### config.mk
export PLATFORM = sky130hd
export DESIGN_NAME = wb_trace_buffer_flat
export DESIGN_NICKNAME = d
export VERILOG_FILES = /design/src/rtl/wb_trace_buffer_pkg.sv /design/src/rtl/wb_trace_buffer_if.sv /design/src/rtl/wb_trace_buffer_fifo.sv /design/src/rtl/wb_trace_buffer.sv /design/src/flat_wrapper.sv
export SDC_FILE = /design/constraint.sdc
export NUM_CORES = 1
export LEC_CHECK = 0
export CAP_MARGIN = 20
export CORE_MARGIN = 2
export CORE_UTILIZATION = 61
export CTS_CLUSTER_SIZE = 8
export DETAILED_ROUTE_END_ITERATION = 16
export PLACE_DENSITY = 0.79
export SLEW_MARGIN = 20
export SYNTH_ARGS = -nofsm -noshare
export SYNTH_HDL_FRONTEND = slang
export SYNTH_SLANG_ARGS = --single-unit
### constraint.sdc
create_clock -name clk -period 8.6 [get_ports clk]
set_input_delay 1.72 -clock clk [delete_from_list [all_inputs] [get_ports clk]]
set_output_delay 1.72 -clock clk [all_outputs]
set_load 0.05 [all_outputs]
### src/rtl/wb_trace_buffer_pkg.sv
// trace_pkg: shared types and constants for the WB trace buffer.
//   trace_entry_t  - one captured write-back at the default widths
//                    (TS_W=16, PC_W=14, XLEN=32), field order {ts,pc,rd,data}
//   WRAP_*         - encodings for the WRAP_MODE parameter
//   entry_w()      - packed entry width for arbitrary field widths
package trace_pkg;

  localparam int WRAP_DROP      = 0;  // full buffer discards the new entry
  localparam int WRAP_OVERWRITE = 1;  // full buffer discards the oldest entry

  localparam int DEF_XLEN = 32;
  localparam int DEF_PC_W = 14;
  localparam int DEF_TS_W = 16;

  typedef struct packed {
    logic [DEF_TS_W-1:0] ts;
    logic [DEF_PC_W-1:0] pc;
    logic [4:0]          rd;
    logic [DEF_XLEN-1:0] data;
  } trace_entry_t;

  function automatic int entry_w(int ts_w, int pc_w, int xlen);
    return ts_w + pc_w + 5 + xlen;
  endfunction

endpackage

### src/rtl/wb_trace_buffer_if.sv
// wb_trace_buffer_if: write-back capture inputs and the trace read port.
//   wb_valid/wb_we/wb_rd/wb_data/wb_pc : WB stage observation (master drives)
//   out_valid/out_entry                : oldest entry, FWFT (slave drives)
//   out_ready                          : consumer pops the head (master drives)
interface wb_trace_buffer_if
  import trace_pkg::*;
#(
  parameter int XLEN = 32,
  parameter int PC_W = 14,
  parameter int TS_W = 16
);

  logic                                  wb_valid;
  logic                                  wb_we;
  logic [4:0]                            wb_rd;
  logic [XLEN-1:0]                       wb_data;
  logic [PC_W-1:0]                       wb_pc;
  logic                                  out_valid;
  logic                                  out_ready;
  logic [entry_w(TS_W, PC_W, XLEN)-1:0]  out_entry;

  modport slave (
    input  wb_valid, wb_we, wb_rd, wb_data, wb_pc, out_ready,
    output out_valid, out_entry
  );

  modport master (
    output wb_valid, wb_we, wb_rd, wb_data, wb_pc, out_ready,
    input  out_valid, out_entry
  );

endinterface

### src/rtl/wb_trace_buffer_fifo.sv
// trace_fifo: generic synchronous FIFO, first-word-fall-through.
//   clk, rst  - rising-edge clock, synchronous active-high reset
//   push      - write wdata (ignored during rst)
//   pop       - remove head; ignored while empty
//   rdata     - head entry, valid while count != 0
//   count     - occupancy 0..DEPTH
//   dropped   - a push hit a full FIFO with no simultaneous pop; the new
//               entry (OVERWRITE=0) or the oldest one (OVERWRITE=1) is lost
// DEPTH must be a power of two so the pointers wrap by plain overflow.
// Storage is not reset.
module trace_fifo #(
  parameter int  W         = 8,
  parameter int  DEPTH     = 16,
  parameter bit  OVERWRITE = 1'b0,
  localparam int AW        = $clog2(DEPTH)
) (
  input  logic          clk,
  input  logic          rst,
  input  logic          push,
  input  logic          pop,
  input  logic [W-1:0]  wdata,
  output logic [W-1:0]  rdata,
  output logic [AW:0]   count,
  output logic          dropped
);

  logic [W-1:0]  mem [DEPTH];
  logic [AW-1:0] wptr, rptr;
  logic          empty, full;
  logic          do_pop, do_push, overwrite;

  assign empty = (count == '0);
  assign full  = (count == (AW+1)'(DEPTH));

  assign do_pop    = pop & ~empty;
  // Pushing into a full FIFO only succeeds when a pop frees the head slot
  // in the same cycle, or when the oldest entry may be sacrificed.
  assign do_push   = push & (~full | do_pop | OVERWRITE);
  // Full means wptr == rptr, so writing at wptr replaces the oldest entry;
  // advancing both pointers keeps the order and the count.
  assign overwrite = push & full & ~do_pop & OVERWRITE;
  assign dropped   = push & full & ~do_pop;

  assign rdata = mem[rptr];

  always_ff @(posedge clk) begin
    if (rst) begin
      wptr  <= '0;
      rptr  <= '0;
      count <= '0;
    end else begin
      if (do_push)             wptr <= wptr + AW'(1);
      if (do_pop || overwrite) rptr <= rptr + AW'(1);
      if (do_push && !do_pop && !overwrite) count <= count + (AW+1)'(1);
      else if (do_pop && !do_push)          count <= count - (AW+1)'(1);
    end
  end

  always_ff @(posedge clk) begin
    if (do_push && !rst) mem[wptr] <= wdata;
  end

endmodule

### src/rtl/wb_trace_buffer.sv
// wb_trace_buffer: records register write-backs {ts,pc,rd,data} into a
// small FIFO for a debug reader, with overflow accounting and a
// no-write-back watchdog.
//   clk, rst     - rising-edge clock, synchronous active-high reset
//   cap_en       - capture enable
//   bus          - WB observation inputs and FWFT read port (slave side)
//   count        - buffer occupancy
//   ovf_cnt      - saturating count of entries lost to a full buffer
//   timeout      - sticky: no register write for TIMEOUT_CYC cycles
//   clr_timeout  - clears timeout (wins over a same-cycle set)
// Writes to x0 are not recorded but still feed the watchdog.
module wb_trace_buffer
  import trace_pkg::*;
#(
  parameter int XLEN        = 32,
  parameter int PC_W        = 14,
  parameter int DEPTH       = 16,
  parameter int TS_W        = 16,
  parameter int WRAP_MODE   = WRAP_DROP,
  parameter int TIMEOUT_CYC = 1000
) (
  input  logic                     clk,
  input  logic                     rst,
  input  logic                     cap_en,
  wb_trace_buffer_if.slave         bus,
  output logic [$clog2(DEPTH):0]   count,
  output logic [15:0]              ovf_cnt,
  output logic                     timeout,
  input  logic                     clr_timeout
);

  localparam int EW   = entry_w(TS_W, PC_W, XLEN);
  localparam int WD_W = (TIMEOUT_CYC > 0) ? $clog2(TIMEOUT_CYC + 1) : 1;
  localparam logic [WD_W-1:0] WD_LIMIT = WD_W'(TIMEOUT_CYC);

  // Same layout as trace_entry_t, sized by this instance's parameters.
  typedef struct packed {
    logic [TS_W-1:0] ts;
    logic [PC_W-1:0] pc;
    logic [4:0]      rd;
    logic [XLEN-1:0] data;
  } entry_t;

  logic [TS_W-1:0] ts;
  logic            reg_write, capture, dropped, wd_hit;
  logic [WD_W-1:0] wd;
  entry_t          wr_entry;

  // Free-running timestamp, 0 in the first cycle after reset.
  always_ff @(posedge clk) begin
    if (rst) ts <= '0;
    else     ts <= ts + TS_W'(1);
  end

  assign reg_write = bus.wb_valid & bus.wb_we;
  assign capture   = cap_en & reg_write & (bus.wb_rd != 5'd0) & ~rst;

  assign wr_entry = '{ts: ts, pc: bus.wb_pc, rd: bus.wb_rd, data: bus.wb_data};

  trace_fifo #(
    .W         (EW),
    .DEPTH     (DEPTH),
    .OVERWRITE (WRAP_MODE == WRAP_OVERWRITE)
  ) u_fifo (
    .clk     (clk),
    .rst     (rst),
    .push    (capture),
    .pop     (bus.out_ready),
    .wdata   (wr_entry),
    .rdata   (bus.out_entry),
    .count   (count),
    .dropped (dropped)
  );

  assign bus.out_valid = (count != '0);

  always_ff @(posedge clk) begin
    if (rst)                             ovf_cnt <= '0;
    else if (dropped && ovf_cnt != '1)   ovf_cnt <= ovf_cnt + 16'd1;
  end

  // Watchdog saturates at the limit so the set condition stays asserted
  // until a write or a clear restarts it. With TIMEOUT_CYC=0 the limit is
  // never treated as reached.
  assign wd_hit = (TIMEOUT_CYC != 0) && (wd == WD_LIMIT);

  always_ff @(posedge clk) begin
    if (rst) begin
      wd      <= '0;
      timeout <= 1'b0;
    end else begin
      if (reg_write || (clr_timeout && wd_hit)) wd <= '0;
      else if (wd != WD_LIMIT)                  wd <= wd + WD_W'(1);

      if (clr_timeout) timeout <= 1'b0;
      else if (wd_hit) timeout <= 1'b1;
    end
  end

endmodule

### src/flat_wrapper.sv
// flat-port wrapper written by rule: the top's interface ports become plain ports
module wb_trace_buffer_flat import trace_pkg::*;
#(
  parameter int XLEN        = 32,
  parameter int PC_W        = 14,
  parameter int DEPTH       = 16,
  parameter int TS_W        = 16,
  parameter int WRAP_MODE   = WRAP_DROP,
  parameter int TIMEOUT_CYC = 1000
)
  (clk, rst, cap_en, count, ovf_cnt, timeout, clr_timeout, bus_wb_valid, bus_wb_we, bus_wb_rd, bus_wb_data, bus_wb_pc, bus_out_ready, bus_out_valid, bus_out_entry);
  wb_trace_buffer_if #(.XLEN(XLEN), .PC_W(PC_W), .TS_W(TS_W)) bus_i ();
  input  logic clk;
  input  logic rst;
  input  logic cap_en;
  output logic [$clog2(DEPTH):0] count;
  output logic [15:0] ovf_cnt;
  output logic timeout;
  input  logic clr_timeout;
  input wire logic [$bits(bus_i.wb_valid)-1:0] bus_wb_valid;
  input wire logic [$bits(bus_i.wb_we)-1:0] bus_wb_we;
  input wire logic [$bits(bus_i.wb_rd)-1:0] bus_wb_rd;
  input wire logic [$bits(bus_i.wb_data)-1:0] bus_wb_data;
  input wire logic [$bits(bus_i.wb_pc)-1:0] bus_wb_pc;
  input wire logic [$bits(bus_i.out_ready)-1:0] bus_out_ready;
  output wire logic [$bits(bus_i.out_valid)-1:0] bus_out_valid;
  output wire logic [$bits(bus_i.out_entry)-1:0] bus_out_entry;
  assign bus_i.wb_valid = bus_wb_valid;
  assign bus_i.wb_we = bus_wb_we;
  assign bus_i.wb_rd = bus_wb_rd;
  assign bus_i.wb_data = bus_wb_data;
  assign bus_i.wb_pc = bus_wb_pc;
  assign bus_i.out_ready = bus_out_ready;
  assign bus_out_valid = bus_i.out_valid;
  assign bus_out_entry = bus_i.out_entry;
  wb_trace_buffer #(.XLEN(XLEN), .PC_W(PC_W), .DEPTH(DEPTH), .TS_W(TS_W), .WRAP_MODE(WRAP_MODE), .TIMEOUT_CYC(TIMEOUT_CYC)) u_core (.clk(clk), .rst(rst), .cap_en(cap_en), .bus(bus_i), .count(count), .ovf_cnt(ovf_cnt), .timeout(timeout), .clr_timeout(clr_timeout));
endmodule
==> out/summary.txt <==
worst-skew pair later-pin latency - 740 ps
core area - 70000 sq um
Post-Synthesis Cell Area - 43100 sq um
worst-path cell chain - buf_12 > mux4_2 > mux4_2 > clkdlybuf4s50_1
Yosys top cell area share - 0.746
H-Tree Depth - 4
DP HPWL - 48.9 mm
most area-hungry cell type in the Yosys netlist - edfxtp_1
CP dominant cell by count - mux4_2
R2R Path Start - u_core.u_fifo.count[0]$_SDFFE_PP0P_
first-pass GRT wire length - 155 mm
initial core utilization - 0.616
Slew HR - 0.267
via count - 21200
Worst-path clk slew - 50 ps
Synth Area per Inst - 23.7 sq um
met1 usage - 0.402
Post-synth EDFFs - 1072
global-route track usage on met2 - 0.483
Largest stage delay, worst path - 760 ps
Total Neg Setup Slack - 0 ps
sequential-to-total area share from yosys stat - 0.774
Min Hold Slack - 506 ps
Peak Freq - 0.165 GHz
CTS sink cnt - 1132
met3 usage - 0.0762
Inst Count DP - 2854
antenna violations before repair - 6
r2r worst-path depth - 6
HP Start - u_core.u_fifo.rptr[1]$_SDFFE_PP0N_
pwr dens - 279 nW/um^2
ranking of synthesized cells by area - edfxtp_1 (75%), mux4_2 (17%), dfxtp_1 (2.8%), buf_6 (0.65%), nor2_1 (0.59%)
post-CTS setup buffers - 0
worst-path cell with the longest stage delay - clkdlybuf4s50_1
Fin. Hold Viols - 0
Die ar. - 72900 sq um
CTS Buf Count - 159
CP endpoint kind - output port
fraction of layout cells with a size suffix above 1 - 0.272
Primary FF master, synth - edfxtp_1
hold path depth - 2
CP arrival - 4330 ps
CTS tree - yes
unrepaired setup endpoints after global routing - no
Die Wd - 270 um
I/O pins - 148
Resized Gates After CTS - 0
placed inst area - 45700 sq um
Worst Slack Setup Final - 2550 ps
# rows - 97
share of flip-flops with an asynchronous set or reset - 0
Root Driver - clkbuf_16
vias in the first global route - 22300
largest net degree at the start of global routing - 105
critical path required time - 6880 ps
total design power - 13.9 mW
# nets final - 2149
grt ovf - 0
Synthesized Nets - 1895
worst min path class - reg2reg
Worst Tran Pin Value - 1100 ps
VDD IR max - 0.223 mV
Ys Warns - 0
Crit Path Max Fanout - 97
final WL - 106 mm
DRC - 0
height of the die - 270 um
number of port buffers - 147
crit start category - flop
GPL Wtd Cong - 0.767
Clock Path Buffers - 3
P&R area growth vs syn - 15.9%
via/cell ratio - 6.95
initial drt markers - 3057
final cell count without fillers - 3052
Synth Instances - 1822
max-slew violations - 0
critical setup path kind - reg2out
Design Area, Final - 50000 sq um
outcome - complete, no violations
Unique masters post-synth - 44
hold_buf cts - 0
leak pwr - 15.3 nW
GRT busiest layer - met2
wire length per cell - 34.8 um
GRT Overall Usage - 0.299
DR pass1 iterations - 5
Final period util - 0.703
Antenna Violating Nets Remaining - 0
Max-Cap Viols - 0
pre-CTS WS - 2560 ps
Clock Skews - 26.4 ps
Final min period - 6050 ps
Final setup violation count - 0
Yosys reg bits - 1132
Final Util - 0.714
## state kept, by name, summed over array words and instances (netlist names), named ones only
register	flops
u_core.timeout	1
u_core.ovf_cnt	16
u_core.wd	10
u_core.u_fifo.rptr	4
u_core.u_fifo.count	5
u_core.u_fifo.wptr	4
u_core.u_fifo.mem	1072
u_core.ts	16
## layout make-up
| cell class | instances | area [sq um] |
|---|---|---|
| diodes | 2 | 5.00 |
| clock buffers | 182 | 4130 |
| clock inverters | 13 | 159 |
| fillers | 3663 | 20000 |
| inverters | 12 | 45.0 |
| multi-input cells | 591 | 9290 |
| flip-flops and latches | 1132 | 33400 |
| well taps | 940 | 1180 |
| repair buffers | 180 | 1780 |
## cells in the final DEF, fill, tap and decap left out, types with 5 or more instances in the layout
| master | Yosys | final |
|---|---|---|
| ha_1 | 14 | 14 |
| mux2i_1 | 5 | 5 |
| nand3_1 | 19 | 19 |
| inv_6 | 0 | 6 |
| clkdlybuf4s50_1 | 0 | 146 |
| inv_1 | 12 | 12 |
| xor2_1 | 18 | 18 |
| nand4_1 | 12 | 12 |
| mux4_2 | 335 | 335 |
| a21oi_1 | 11 | 11 |
| and4_1 | 5 | 5 |
| xnor2_1 | 22 | 22 |
| nand2_1 | 21 | 21 |
| clkbuf_16 | 0 | 162 |
| clkbuf_1 | 32 | 20 |
| buf_4 | 0 | 28 |
| nor3_2 | 1 | 5 |
| nor2_1 | 68 | 56 |
| nor3_1 | 15 | 11 |
| edfxtp_1 | 1072 | 1072 |
| nor2_4 | 0 | 12 |
| dfxtp_1 | 60 | 56 |
| clkinv_8 | 0 | 5 |
## path summary, 6_finish.rpt
check                                             end  slack [ps]
hold reg to reg                                  flop         510
hold / removal                                   flop         510
setup / recovery                    bus_out_entry[10]        2550
setup reg to reg  u_core.u_fifo.mem[10][29]$_DFFE_PP_        4820
## power breakdown
part           switching, mW  total, mW  internal, mW  leakage, nW
registers             0.0933       6.15          6.05         10.2
logic                   1.19       2.18         0.998         3.05
clock network           2.26       5.61          3.34         2.10
total                   3.54       13.9          10.4         15.3
## worst max-delay path, delay by kind of cell (launching register included)
kind	cells	cell delay (ps)
buf+inv	2	1330
flops	1	720
mux	2	1270
## metal layers
metal	part of all wire	up-vias	wire [um]
met5	0.00040	-	42
met2	0.51	1527	54100
li1	-	8202	-
met1	0.36	11300	38400
met4	0.031	8	3240
met3	0.098	225	10400
## synth_stat cells, types with 3 or more instances
master	count
edfxtp_1	1072
mux4_2	335
nor2_1	68
dfxtp_1	60
clkbuf_1	32
buf_6	25
xnor2_1	22
nand2_1	21
nand3_1	19
xor2_1	18
buf_1	17
nor3_1	15
ha_1	14
buf_2	13
inv_1	12
nand4_1	12
a21oi_1	11
and4_1	5
mux2i_1	5
and3_1	4
nand2b_1	4
nor4_2	4
o21ai_0	4
nor2b_1	3
nor4_1	3
or3_1	3
## cell families after synthesis
group | share of synthesized area
flops | 0.774
mux | 0.177
simple gates | 0.0204
buf+inv | 0.0133
xor+xnor | 0.00812
compound gates | 0.00310
fa+ha+maj | 0.00452
(Power assumes the default switching activity.)
